`src/rtl/osc_tick_gen.sv`:
```
// Multi-channel programmable clock-enable generator driven by the oscillator clock.
// Each channel emits a one-cycle tick per period and a ~50% duty square wave.

module osc_tick_chan #(
    parameter int WIDTH     = 8,
    parameter int DIV_RESET = 4
) (
    input  logic             clk,
    input  logic             reset,
    input  logic             en,
    input  logic             sync,
    input  logic             wr,
    input  logic [WIDTH-1:0] data,
    output logic             tick,
    output logic             clk_out,
    output logic             pending
);
    localparam logic [WIDTH-1:0] DIV_INIT = DIV_RESET[WIDTH-1:0];

    logic [WIDTH-1:0] div, cnt, pend_div;
    logic             pend_valid;

    logic [WIDTH-1:0] div_nxt, cnt_nxt, pend_div_nxt;
    logic             pend_valid_nxt, tick_nxt, clk_out_nxt;
    logic             running, wrap;
    logic [WIDTH-1:0] div_m1;

    assign running = en && (div != '0);
    // div-1 only formed for a live divisor so a halted channel never wraps to all-ones
    assign div_m1  = running ? div - 1'b1 : '0;
    assign wrap    = running && (cnt == div_m1);

    function automatic logic phase(input logic [WIDTH-1:0] c, input logic [WIDTH-1:0] d);
        return (d != '0) && (c >= (d >> 1));
    endfunction

    always_comb begin
        div_nxt        = div;
        cnt_nxt        = cnt;
        pend_div_nxt   = pend_div;
        pend_valid_nxt = pend_valid;
        tick_nxt       = 1'b0;
        clk_out_nxt    = clk_out;
        if (sync) begin
            cnt_nxt        = '0;
            pend_valid_nxt = 1'b0;
            if (pend_valid)
                div_nxt = pend_div;
            // a write landing with sync waits for the next apply point
            if (wr) begin
                pend_div_nxt   = data;
                pend_valid_nxt = 1'b1;
            end
            clk_out_nxt = phase('0, div_nxt);
        end else if (!running) begin
            if (en)
                cnt_nxt = '0;
            if (wr) begin
                div_nxt        = data;
                pend_div_nxt   = data;
                cnt_nxt        = '0;
                pend_valid_nxt = 1'b0;
            end else if (pend_valid) begin
                div_nxt        = pend_div;
                cnt_nxt        = '0;
                pend_valid_nxt = 1'b0;
            end
            if (en)
                clk_out_nxt = phase(cnt_nxt, div_nxt);
        end else begin
            if (wrap) begin
                cnt_nxt  = '0;
                tick_nxt = 1'b1;
                if (pend_valid) begin
                    div_nxt        = pend_div;
                    pend_valid_nxt = 1'b0;
                end
            end else begin
                cnt_nxt = cnt + 1'b1;
            end
            if (wr) begin
                pend_div_nxt   = data;
                pend_valid_nxt = 1'b1;
            end
            clk_out_nxt = phase(cnt_nxt, div_nxt);
        end
    end

    always_ff @(posedge clk or posedge reset) begin
        if (reset) begin
            div        <= DIV_INIT;
            cnt        <= '0;
            pend_div   <= '0;
            pend_valid <= 1'b0;
            tick       <= 1'b0;
            clk_out    <= 1'b0;
        end else begin
            div        <= div_nxt;
            cnt        <= cnt_nxt;
            pend_div   <= pend_div_nxt;
            pend_valid <= pend_valid_nxt;
            tick       <= tick_nxt;
            clk_out    <= clk_out_nxt;
        end
    end

    assign pending = pend_valid;
endmodule

module osc_tick_gen #(
    parameter int CHANNELS  = 2,
    parameter int WIDTH     = 8,
    parameter int DIV_RESET = 4
) (
    input  logic                clk,
    input  logic                reset,
    input  logic [CHANNELS-1:0] en,
    input  logic                sync,
    input  logic [CHANNELS-1:0] div_wr,
    input  logic [WIDTH-1:0]    div_data,
    output logic [CHANNELS-1:0] tick,
    output logic [CHANNELS-1:0] clk_out,
    output logic [CHANNELS-1:0] pending
);
    for (genvar i = 0; i < CHANNELS; i++) begin : g_chan
        osc_tick_chan #(
            .WIDTH     (WIDTH),
            .DIV_RESET (DIV_RESET)
        ) u_chan (
            .clk     (clk),
            .reset   (reset),
            .en      (en[i]),
            .sync    (sync),
            .wr      (div_wr[i]),
            .data    (div_data),
            .tick    (tick[i]),
            .clk_out (clk_out[i]),
            .pending (pending[i])
        );
    end
endmodule

```
`config.mk`:
```
export PLATFORM = sky130hd
export DESIGN_NAME = osc_tick_gen
export DESIGN_NICKNAME = d
export VERILOG_FILES = /design/src/rtl/osc_tick_gen.sv
export SDC_FILE = /design/constraint.sdc
export NUM_CORES = 1
export LEC_CHECK = 0
export BUFFER_PORTS_ARGS = -buffer_cell sky130_fd_sc_hd__buf_2
export CAP_MARGIN = 20
export CORE_ASPECT_RATIO = 1.25
export CORE_MARGIN = 4
export CORE_UTILIZATION = 60
export CTS_CLUSTER_DIAMETER = 100
export DETAILED_ROUTE_END_ITERATION = 8
export PLACE_DENSITY = 0.78
export REMOVE_ABC_BUFFERS = 1
export SLEW_MARGIN = 20
export SYNTH_ARGS = -nofsm -noshare
export SYNTH_HDL_FRONTEND = slang
export SYNTH_HIERARCHICAL = 1
export SYNTH_SLANG_ARGS = --single-unit
export TNS_END_PERCENT = 20
```
`constraint.sdc`:
```
create_clock -name clk -period 5.4 [get_ports clk]
set_input_delay 0.27 -clock clk [delete_from_list [all_inputs] [get_ports clk]]
set_output_delay 0.27 -clock clk [all_outputs]
set_load 0.05 [all_outputs]
```
* After elaboration in Yosys (flattened, before gate mapping)
Index checks and enable logic that the tools add are counted.
** Storage, ports and cells
- Flip-flop bits (word level) :: 54
- Bits of input ports :: 15
- Output and inout bits :: 6
- Logic and storage cells :: 110
** Operators by class
- Add/sub/neg operators :: 4
- $lt $le $gt $ge :: 6
- Equality and inequality tests :: 4
- Muxes and demuxes :: 64
- Reduce and logical (&&, ||, !) cells :: 20
** Operators with widths (count)
- 8-bit 2-to-1 mux :: 42
- 8-bit nonzero test :: 8
- 8-bit by 7-bit greater-or-equal comparator with 1-bit output :: 4
- 1-bit 2-to-1 mux :: 22
- 8-bit by 1-bit adder with 8-bit output (second input constant) :: 2
- 8-bit equality test :: 2
- 8-bit by 1-bit subtractor with 8-bit output (second input constant) :: 2
- 1-bit by 7-bit greater-or-equal comparator with 1-bit output (first input constant) :: 2
- 1-bit logical AND :: 10
- 4-bit inequality test (second input constant) :: 2
- 3-bit nonzero test :: 2

* Longest topological paths before layout
Gate-level depths: netlist of the first run.
- Depth after elaboration :: 12
- Gate-level depth with buffers :: 22
- Mapped depth without buffers :: 17

* Modules after synthesis
Netlist of the first run, hierarchy kept.
** Modules (own cells, without submodules)
- osc_tick_chan :: instances 2, cells an instance 291, area an instance 2409.8 um^2, seq. area each 676.9 um^2

* Least setup slack after synthesis of the first run
OpenSTA, ideal clock, no wires.
- Path type :: register to register
- Start :: register g_chan[0].u_chan.div[0]
- End :: register g_chan[0].u_chan.clk_out
- Setup time :: 0.131 ns
- Arrival :: 3.913 ns
- Required time :: 5.269 ns
- Setup slack :: 1.355 ns
- Stages on the path, launching flop included :: 21
- Buffers on the path :: 4
- Period minus slack after synthesis :: 4.045 ns
- Cell sequence :: dfrtp_1 buf_2 inv_1 ha_1 or4b_1 clkbuf_2 o41a_1 a32oi_1 o211ai_1 nor4b_4 buf_6 buf_4 o21ai_0 ha_1 a21oi_1 o21ai_0 a31oi_1 o21ai_0 o22ai_1 nor4_1 or3_1
** On the way
- Word-level cells in the longest chain between the ends :: 12
- Elaborated cells on any way between the ends :: 28
- Those cells by class :: add/sub (1); order compare (1); eq/ne (1); mux (15); reduce/logical (10)
** Ends and longest elaborated chain
- start, declared :: RTL line 20 : logic [WIDTH-1:0] div, cnt, pend_div;
- start signal, assigned :: RTL line 98 : div <= div_nxt;
- branches (longest 12 deep; another with 8-bit by 1-bit subtractor with 8-bit output)
- end signal, assigned :: RTL line 103 : clk_out <= clk_out_nxt;
- end, declared :: RTL line 15 : output logic clk_out,
Several ways; the timed one is not identified. The select of a mux whose other input is x is not followed.
A chain may end at the register's enable or synchronous reset.

* Worst setup path after layout of the first run
Ends and elaborated chain as after synthesis.

==> results of run 1 <==
[Yosys cell counts (all sizes together), types with 4 or more instances]
cell type,instances
nand3b,4
a21oi,36
or3,12
a21o,4
nor2,28
inv,34
a211o,10
xnor2,8
o211ai,8
nand2b,6
o22ai,4
a32oi,4
buf,22
ha,32
nand4,6
a31oi,4
mux2,22
xor2,10
mux2i,18
nor3,28
clkbuf,22
nand3,12
dfrtp,52
a21boi,4
a221oi,16
or4b,4
o21ai,44
nor2b,8
nand2,72
nor4,8
or2,10
[state kept, by name (all words and copies together) (netlist names)]
signal                  count
g_chan.u_chan/cnt          16
g_chan.u_chan/div          16
g_chan.u_chan/pend_div     16
g_chan.u_chan/clk_out       2
g_chan.u_chan/pending       2
g_chan.u_chan/tick          2
[placed cells by master, fill, tap and decap left out, types with 5 or more instances in the layout]
| cell type | n |
|---|---|
| buf_4 | 7 |
| dfrtp_1 | 52 |
| clkbuf_8 | 5 |
| a211o_1 | 10 |
| a221oi_1 | 16 |
| nand4_1 | 6 |
| mux2_2 | 22 |
| nand2b_1 | 6 |
| nand2_1 | 72 |
| mux2i_1 | 18 |
| nand3_1 | 12 |
| or3_1 | 12 |
| o21ai_0 | 42 |
| nor4_1 | 6 |
| xor2_1 | 10 |
| or2_2 | 8 |
| inv_1 | 32 |
| nor2b_1 | 8 |
| o211ai_1 | 8 |
| ha_1 | 32 |
| a21oi_1 | 36 |
| xnor2_1 | 8 |
| nor3_1 | 27 |
| nor2_1 | 28 |
| buf_2 | 20 |
[final cells by class]
cell class	instances	area, µm²
Timing Repair Buffer	27	152.6
Multi-Input combinational cell	450	3113
Sequential cell	54	1354
Fill cell	697	2839
Tap cell	95	118.9
Clock inverter	2	15.01
Inverter	34	127.6
Clock buffer	6	72.57
[report_power, final]
part	switching [mW]	internal (mW)	total, mW	leakage, nW
Combinational	0.219	0.158	0.377	1.54
Sequential	0.0759	0.445	0.521	0.664
Clock	0.134	0.0918	0.226	0.0374
Total	0.429	0.695	1.12	2.24
[how the worst max path moves through the flow]
stage | end | slack, ps | start | cells past startpoint
2_1_floorplan | g_chan[0].u_chan/clk_out | -250 | g_chan[0].u_chan/div[0] | 16
5_1_grt | g_chan[0].u_chan/clk_out | 320 | g_chan[0].u_chan/div[0] | 16
3_5_place_dp | g_chan[0].u_chan/clk_out | 690 | g_chan[0].u_chan/div[0] | 16
6_report | g_chan[0].u_chan/clk_out | 650 | g_chan[0].u_chan/div[0] | 16
4_1_cts | g_chan[0].u_chan/clk_out | 680 | g_chan[0].u_chan/div[0] | 16
3_3_place_gp | g_chan[0].u_chan/clk_out | 880 | g_chan[0].u_chan/div[0] | 16
[worst register-to-register path: stages, from the launching register on]
cell	delay (ps)
dfrtp_1	460
inv_1	110
ha_1	190
or4b_1	600
o41a_1	370
a32oi_1	160
o211ai_1	180
nor4b_4	860
o21ai_0	190
ha_1	340
a21oi_1	140
o21ai_0	90
a31oi_1	220
o21ai_0	140
o22ai_1	150
nor4_1	70
or3_1	360
[cells by family (layout without fill, tap and decap cells)]
family,after synthesis,in the layout
AO/OA/AOI/OAI,150,150
XOR/XNOR,20,20
adder cells (fa/ha/maj),32,32
buffers and inverters,78,69
flip-flops,54,54
multiplexers,40,40
AND/OR/NAND/NOR,208,208
[layer usage]
layer | global-route usage [%] | share of wire [%] | up-vias
met3 | 2.210 | 3.7 | 29
met1 | 31.07 | 39 | 2043
met4 | 10.58 | 4.0 | 0
met2 | 48.82 | 53 | 142
met5 | 0 | 0 | -
li1 | - | - | 2099
==> impl_metrics.ini, run 1 <==
[sta]
slew_headroom_pct = 34.01
fin_ws_ps = 648.9
report.final.slew_viol_count = 0
setup_viol_count_final = 0
fin_crit_ps = 4751
worstMarginPinSlew_ps = 983.8
clock_skew_ps = 10.25
max_freq_ghz = 0.2105
min_period_over_period_pct = 87.98
hold_slack_ps = 16.03
tns_ps = 0
finalHoldViolCount = 0
grt_setup_unrepaired = false

[routing]
postRouteWirelength_um = 12080
drt-vias-per-instance = 6.457
dr.pass1.iters = 5
ant_nets = 0
wl_per_cell_um = 18.08
drc_errors = 0
drt-initial-drc-count = 311
vias = 4313

[logic_synthesis]
synthTopCellsByArea = dfrtp_1 27%, ha_1 8.3%, nand2_1 5.6%
synth_top_family_by_area = simple AND/OR/NAND/NOR gates
ys_ff_latch = 54
synth_xor_area_share_pct = 4.206
yosys.area.top_type = dfrtp_1
synthSimpleGateAreaFrac_pct = 22.53
synthCells = 582
muxShareOfSynthArea_pct = 8.879
ys.flop_type = dfrtp_1
avgSynthCellArea_um2 = 8.281
syn_area_um2 = 4820
synth_edf_count = 0
yosys.area_share.adder_pct = 8.307
yosysSeqAreaShare_pct = 28.09
synth-compound-area-share_pct = 20.40
ys_warn_count = 6
synthArstFlopShare_pct = 100.0
synth_top_area_share_pct = 27.00
ys_types = 53

[outcome]
outcome = finished, final reports clean

[run]
maxCapViolCount = 0

[clock_network]
cts_tree = done
cts.clk_slew.worst_paths_ps = 100
htreeDepth = 2
clk_latency_ps = 310
root_buffer = clkbuf_8
cts_sinks = 54
numCtsBuffers = 5
cts.path.max_buffers = 2
cts_hold_buf = 0
cts_resized = 0
post-cts-setup-buffers = 0

[place]
place_ws_ps = 695.0
dpl_cell_area_um2 = 4861
place.gp.congestion = 0.9668
hpwlAfterDp_um = 9250
portBuffers = 20
dp.cells = 660

[layout]
finish.utilization_pct = 63.57
nNetsFinal = 619
area_delta_synth_final_pct = 2.778
fin_area_um2 = 4954
drive_above_1_share_pct = 13.26
fin_cells = 668
diodes = 0

[setup_path]
reg2reg_slack_ps = 650
worst_setup_path_end_kind = register
cp_top_family = simple AND/OR/NAND/NOR gates
cpMostUsedCell = o21ai_0
reg2reg_to = g_chan[0].u_chan/clk_out
worstPathCellList = inv_1 -> ha_1 -> or4b_1 -> o41a_1 -> a32oi_1 -> o211ai_1 -> nor4b_4 -> o21ai_0 -> ha_1 -> a21oi_1 -> o21ai_0 -> a31oi_1 -> o21ai_0 -> o22ai_1 -> nor4_1 -> or3_1
worstPathMaxFanout = 22
slowest_stage = nor4b_4
cp.required_ps = 5600
cp_data_arrival_time_ps = 4950
reg2regPathDepth = 16
worst-path-buf-inv = 1
cpPeakStageDelay_ps = 860
r2r-start = g_chan[0].u_chan/div[0]
critPathKind = register to register
start_kind = register

[worst_hold_path]
hold_class = input port to asynchronous set/reset pin

[global_routing]
antenna_found_initial = 0
grt-ovfl-total = 0
grt_max_degree = 61
grt_pass1_wl_um = 20160
grt_util_all_layers_pct = 26.49
grt_pass1_vias = 4192

[power_and_ir_drop]
total_power_mw = 1.124
irDropWorstVdd_mv = 0.1464
powerDensity_nw_per_um2 = 226.9
p_leak_nw = 2.241

[die]
die_h_um = 108.2
core-area_um2 = 7792
dieArea_um2 = 9540
die_w_um = 88.17
fp-row-count = 36
ios = 21
initial_utilization_pct = 61.85
No activity file was read; power rests on OpenSTA's default activity.
==> inputs of run 2 (changes only) <==
--- a/config.mk
+++ b/config.mk
@@ -17,6 +17,5 @@
 export SLEW_MARGIN = 20
 export SYNTH_ARGS = -nofsm -noshare
 export SYNTH_HDL_FRONTEND = slang
-export SYNTH_HIERARCHICAL = 1
 export SYNTH_SLANG_ARGS = --single-unit
 export TNS_END_PERCENT = 20
==> run 2 against run 1 <==
Cell count down 2.2%. Critical path depth up 1. Die area up 1.8%. Cell area up 2.0%. Sequential share of layout area down 0.53 points. Non-clock buffer count down 3. Combinational power up 95%. Area after synthesis up 1.9%. Register-to-register slack better by 50 ps. Hold slack better by 110 ps. Core utilization up 0.51 points. Clock power up 29%. Critical endpoint is now g_chan[0].u_chan.clk_out. Largest cell class unchanged.
==> impl_metrics.ini, run 2 <==
[power_and_ir_drop]
irDropWorstVdd_mv = 0.2381
p_leak_nw = 2.283
total_power_mw = 1.625
powerDensity_nw_per_um2 = 321.6

[logic_synthesis]
ys_ff_latch = 54
yosys.area.top_type = dfrtp_1
avgSynthCellArea_um2 = 8.575
yosysSeqAreaShare_pct = 27.55
synth_common_cells = 52 x dfrtp_1, 50 x nor2_1, 35 x a21oi_1
synth_edf_count = 0
syn_area_um2 = 4913
synth_top_area_share_pct = 26.48
synthTopCellsByArea = dfrtp_1 26%, ha_1 8.7%, mux2i_1 6.1%
ys_types = 72
ys_warn_count = 0
ys.flop_type = dfrtp_1
synth.most_common_cell = dfrtp_1
synthCells = 573
synthArstFlopShare_pct = 100.0

[outcome]
outcome = finished, final reports clean

[die]
die_w_um = 88.94
die_h_um = 109.2
initial_utilization_pct = 62.33
fp-row-count = 36
core-area_um2 = 7883
ios = 21
dieArea_um2 = 9710

[sta]
tns_ps = 0
finalHoldViolCount = 0
report.final.slew_viol_count = 0
setup_viol_count_final = 0
max_freq_ghz = 0.2127
grt_setup_unrepaired = false
worstMarginPinSlew_ps = 1007
slew_headroom_pct = 32.33
clock_skew_ps = 11.41
min_period_over_period_pct = 87.07
fin_crit_ps = 4702

[setup_path]
worstPathMaxFanout = 16
worst_setup_path_end_kind = register
cp_data_arrival_time_ps = 4870
critPathKind = register to register
start_kind = register
cp.required_ps = 5560

[layout]
diodes = 0
final_common_cell = dfrtp_1
final_cell_mix = 52 x dfrtp_1, 50 x nor2_1, 35 x a21oi_1
top_regs = g_chan.u_chan.cnt (16), g_chan.u_chan.div (16), g_chan.u_chan.pend_div (16)
area_delta_synth_final_pct = 2.801
fin_cells = 653
finish.utilization_pct = 64.08
nNetsFinal = 606
drive_above_1_share_pct = 13.08

[global_routing]
grt_pass1_wl_um = 21220
antenna_found_initial = 0
met1_usage_pct = 33.43
grt.busiest_layer = met2
grt_util_all_layers_pct = 28.22
grt_util_met3_pct = 2.872
met2_usage_pct = 48.41
grt-ovfl-total = 0
grt_max_degree = 55
grt_pass1_vias = 4183

[clock_network]
cts_sinks = 54
cts_hold_buf = 0
numCtsBuffers = 5
cts_resized = 0
cts.clk_slew.worst_paths_ps = 100
htreeDepth = 2
cts_tree = done
post-cts-setup-buffers = 0
cts.path.max_buffers = 2
root_buffer = clkbuf_8
clk_latency_ps = 310

[place]
hpwlAfterDp_um = 9946
place.gp.congestion = 0.9932
portBuffers = 20
dp.cells = 645

[routing]
wl_per_cell_um = 20.10
dr.pass1.iters = 5
postRouteWirelength_um = 13130
drt-initial-drc-count = 317
vias = 4367
drc_errors = 0
ant_nets = 0
drt-vias-per-instance = 6.688

[run]
maxCapViolCount = 0

[worst_hold_path]
hold_class = input port to asynchronous set/reset pin
## run 2: cell count changes after synthesis, sizes merged, moves of 12 or more
cell and change:
o21ai -25, nand2 -37, mux2i +12, inv -14, and2 +21, nor2 +23
a221oi -15
## run 2: area by class of cell
cell class	count	area, µm²
repair buffers	24	130.1
clock buffers	6	82.58
clock inverters	2	38.79
multi-input cells	452	3252
inverters	20	75.07
fillers	677	2831
well taps	95	118.9
flip-flops and latches	54	1354
## run 2: metal layers
layer	wire [µm]	up-vias
met5	0	-
met4	835	0
met3	573	54
met2	6464	168
met1	5252	2083
li1	-	2062
## run 2: final timing paths
kind	startpoint	to	slack [ps]	cells after the start
worst min-delay path	reset	g_chan[0].u_chan.cnt[5]	130	3
worst min register to register	g_chan[0].u_chan.pend_div[5]	g_chan[0].u_chan.pend_div[5]	520	1
worst max-delay path	g_chan[0].u_chan.div[1]	g_chan[0].u_chan.clk_out	700	17
max in group asynchronous	reset	g_chan[0].u_chan.clk_out	4790	3
worst max register to register	g_chan[0].u_chan.div[1]	g_chan[0].u_chan.clk_out	700	17
min in group clk	div_data[1]	g_chan[0].u_chan.pend_div[1]	240	2
## run 2: stage by stage
stage	cell area [µm²]	setup WS [ps]	hold WS (ps)
5_1_grt	5051	323.1	184.3
4_1_cts	5051	712.5	159.4
6_report	5051	698.2	129.0
3_3_place_gp	4930	794.3	488.0
3_5_place_dp	4930	767.0	493.4
2_1_floorplan	4681	698.2	333.1
## run 2: cells by family (layout without fill, tap and decap cells)
kind of cell             after synthesis  count (layout)  share of synthesized area, %
AND/OR/NAND/NOR                      205             205                         22.72
AO/OA/AOI/OAI                        143             143                         20.75
buffers and inverters                 67              52                         6.264
flip-flops                            54              54                         27.55
multiplexers                          46              46                         9.778
adder cells (fa/ha/maj)               34              34                         8.658
XOR/XNOR                              24              24                         4.278
## run 2: critical path: stages, from the launching register on
cell and delay (ps):
dfrtp_1 430, inv_1 150, ha_1 180, nor4b_1 450
a21oi_1 190, a211oi_1 300, o211ai_1 190, or4_1 850
nor2_1 300, mux2i_1 230, ha_1 250, a21o_1 160
a21oi_1 130, o21ai_0 100, a21o_1 180, a221o_1 330
nand3_1 70, o211ai_1 90
## run 2: where the power goes
part	internal, mW	switching (mW)
sequential	0.463	0.134
combinational	0.311	0.425
clock	0.153	0.140
total	0.926	0.698
==> inputs of run 3 (changes only) <==
--- a/config.mk
+++ b/config.mk
@@ -7,12 +7,14 @@
 export LEC_CHECK = 0
 export BUFFER_PORTS_ARGS = -buffer_cell sky130_fd_sc_hd__buf_2
 export CAP_MARGIN = 20
-export CORE_ASPECT_RATIO = 1.25
+export CELL_PAD_IN_SITES_DETAIL_PLACEMENT = 0
+export CELL_PAD_IN_SITES_GLOBAL_PLACEMENT = 1
+export CORE_ASPECT_RATIO = 1.1
 export CORE_MARGIN = 4
-export CORE_UTILIZATION = 60
+export CORE_UTILIZATION = 48
 export CTS_CLUSTER_DIAMETER = 100
 export DETAILED_ROUTE_END_ITERATION = 8
-export PLACE_DENSITY = 0.78
+export PLACE_DENSITY_LB_ADDON = 0.1
 export REMOVE_ABC_BUFFERS = 1
 export SLEW_MARGIN = 20
 export SYNTH_ARGS = -nofsm -noshare
==> run 3 against run 2 <==
Sequential cell count did not move. Critical path type unchanged. First-iteration DRC count fell by 50%. Worst setup slack improved by 7.6 ps. Highest routed layer unchanged. Die area rose by 23%. Register-to-register slack barely moved. Global-route usage fell by 4.4 points. Total power fell by 2.7%. Non-clock buffer count rose by 2. Sequential power fell by 1%. Clock power fell by 17%. Wire length rose by 5.0%. Sequential share of layout area barely moved.
==> impl_metrics.ini, run 3 (synthesis gave the netlist of run 2 again) <==
[global_routing]
grt_util_all_layers_pct = 23.82
grt_pass1_vias = 4272
grt_max_degree = 55
grt-ovfl-total = 0
antenna_found_initial = 0
grt_pass1_wl_um = 22630

[clock_network]
cts_tree = done
cts_hold_buf = 0
cts_sinks = 54
post-cts-setup-buffers = 0
clk_latency_ps = 330
cts_resized = 0
cts.clk_slew.worst_paths_ps = 110
htreeDepth = 2
root_buffer = clkbuf_8
cts.path.max_buffers = 2
numCtsBuffers = 5

[setup_path]
slowest_stage = nor4_2
cpPeakStageDelay_ps = 570
start_kind = register
cp_data_arrival_time_ps = 4910
worstPathMaxFanout = 8
worstPathCellList = inv_1 -> ha_1 -> or3b_2 -> o21ai_2 -> or4_1 -> o211ai_1 -> nor4_2 -> nand2_4 -> mux2i_1 -> ha_1 -> nand2b_1 -> a21o_1 -> a21oi_1 -> o21ai_0 -> a31o_2 -> a21bo_2 -> o2111ai_1 -> a21oi_1
reg2reg_to = g_chan[1].u_chan.clk_out
cp.required_ps = 5620
reg2reg_slack_ps = 710
worst_setup_path_end_kind = register
r2r-start = g_chan[1].u_chan.div[0]
reg2regPathDepth = 18
critPathKind = register to register

[die]
fp-row-count = 38
core-area_um2 = 9937
die_h_um = 114.1
ios = 21
dieArea_um2 = 11920
die_w_um = 104.5
initial_utilization_pct = 49.45

[routing]
ant_nets = 0
drt-vias-per-instance = 6.239
drc_errors = 0
wl_per_cell_um = 20.30
dr.pass1.iters = 4
drt-initial-drc-count = 157
postRouteWirelength_um = 13790
vias = 4236

[sta]
fin_ws_ps = 705.8
slew_headroom_pct = 37.10
report.final.slew_viol_count = 0
hold_slack_ps = 113.7
clock_skew_ps = 10.83
min_period_over_period_pct = 86.93
finalHoldViolCount = 0
worstMarginPinSlew_ps = 936.3
fin_crit_ps = 4694
max_freq_ghz = 0.2130
grt_setup_unrepaired = false
tns_ps = 0
setup_viol_count_final = 0

[layout]
nNetsFinal = 608
final_cell_mix = 52 x dfrtp_1, 50 x nor2_1, 35 x a21oi_1
area_delta_synth_final_pct = 2.954
top_regs = g_chan.u_chan.cnt (16), g_chan.u_chan.div (16), g_chan.u_chan.pend_div (16)
diodes = 0
fin_area_um2 = 5059
drive_above_1_share_pct = 13.24
final_common_cell = dfrtp_1

[place]
place.gp.congestion = 0.9232
place_ws_ps = 700.7
dpl_cell_area_um2 = 4976
hpwlAfterDp_um = 10470
portBuffers = 20

[power_and_ir_drop]
powerDensity_nw_per_um2 = 312.6
p_leak_nw = 2.275
irDropWorstVdd_mv = 0.1754

[run]
maxCapViolCount = 0

[worst_hold_path]
hold_class = input port to asynchronous set/reset pin

[outcome]
outcome = finished, final reports clean
==> run 3: changes by cell type in the layout (fill, tap and decap cells not counted), sizes merged <==
cell    before  now
clkbuf       6    5
buf         24   26
clkinv       0    1
bufinv       1    0
==> run 3: final cells by class <==
| cell class | instances | area [µm²] |
|---|---|---|
| fillers | 974 | 4878 |
| multi-input cells | 452 | 3252 |
| flip-flops and latches | 54 | 1354 |
| well taps | 120 | 150.1 |
| repair buffers | 26 | 145.1 |
| inverters | 20 | 75.07 |
| clock buffers | 5 | 68.82 |
| clock inverters | 2 | 13.76 |
==> run 3: power breakdown <==
| part | total [mW] | internal (mW) | switching (mW) |
|---|---|---|---|
| Clock | 0.241 | 0.0903 | 0.150 |
| Sequential | 0.590 | 0.463 | 0.127 |
| Combinational | 0.751 | 0.313 | 0.438 |
| Total | 1.58 | 0.866 | 0.715 |
==> run 3: worst max-delay path by stage <==
stage / startpoint / endpoint / slack (ps) / cells past startpoint
6_report: g_chan[1].u_chan.div[0] / g_chan[1].u_chan.clk_out / 710 / 18
5_1_grt: g_chan[1].u_chan.div[0] / g_chan[1].u_chan.clk_out / 370 / 18
4_1_cts: g_chan[1].u_chan.div[0] / g_chan[1].u_chan.clk_out / 670 / 18
3_5_place_dp: g_chan[1].u_chan.div[0] / g_chan[1].u_chan.clk_out / 700 / 18
3_3_place_gp: g_chan[1].u_chan.div[0] / g_chan[1].u_chan.clk_out / 710 / 18
2_1_floorplan: g_chan[0].u_chan.div[0] / g_chan[0].u_chan.clk_out / 700 / 17
==> run 3: per-layer routing <==
layer | part of all wire [%] | vias up | track usage, %
li1 | - | 2064 | -
met1 | 43 | 2025 | 29.56
met2 | 49 | 107 | 40.96
met3 | 3.2 | 40 | 2.594
met4 | 5.2 | 0 | 12.59
met5 | 0 | - | 0
==> run 3: worst max-delay path: cells and delay by family (launching register included) <==
family / cells / cell delay, ps
mux: 1 / 310
fa+ha+maj: 2 / 470
flops: 1 / 460
compound gates: 9 / 1610
simple gates: 5 / 1570
buf+inv: 1 / 170
==> run 3: metrics by stage <==
step	total power [mW]	utilization (%)	cells
2_1_floorplan	1.117	-	526
4_1_cts	1.586	50.91	679
3_5_place_dp	1.342	50.08	672
5_1_grt	1.699	50.91	679
3_3_place_gp	1.334	50.08	672
6_report	1.582	50.91	679
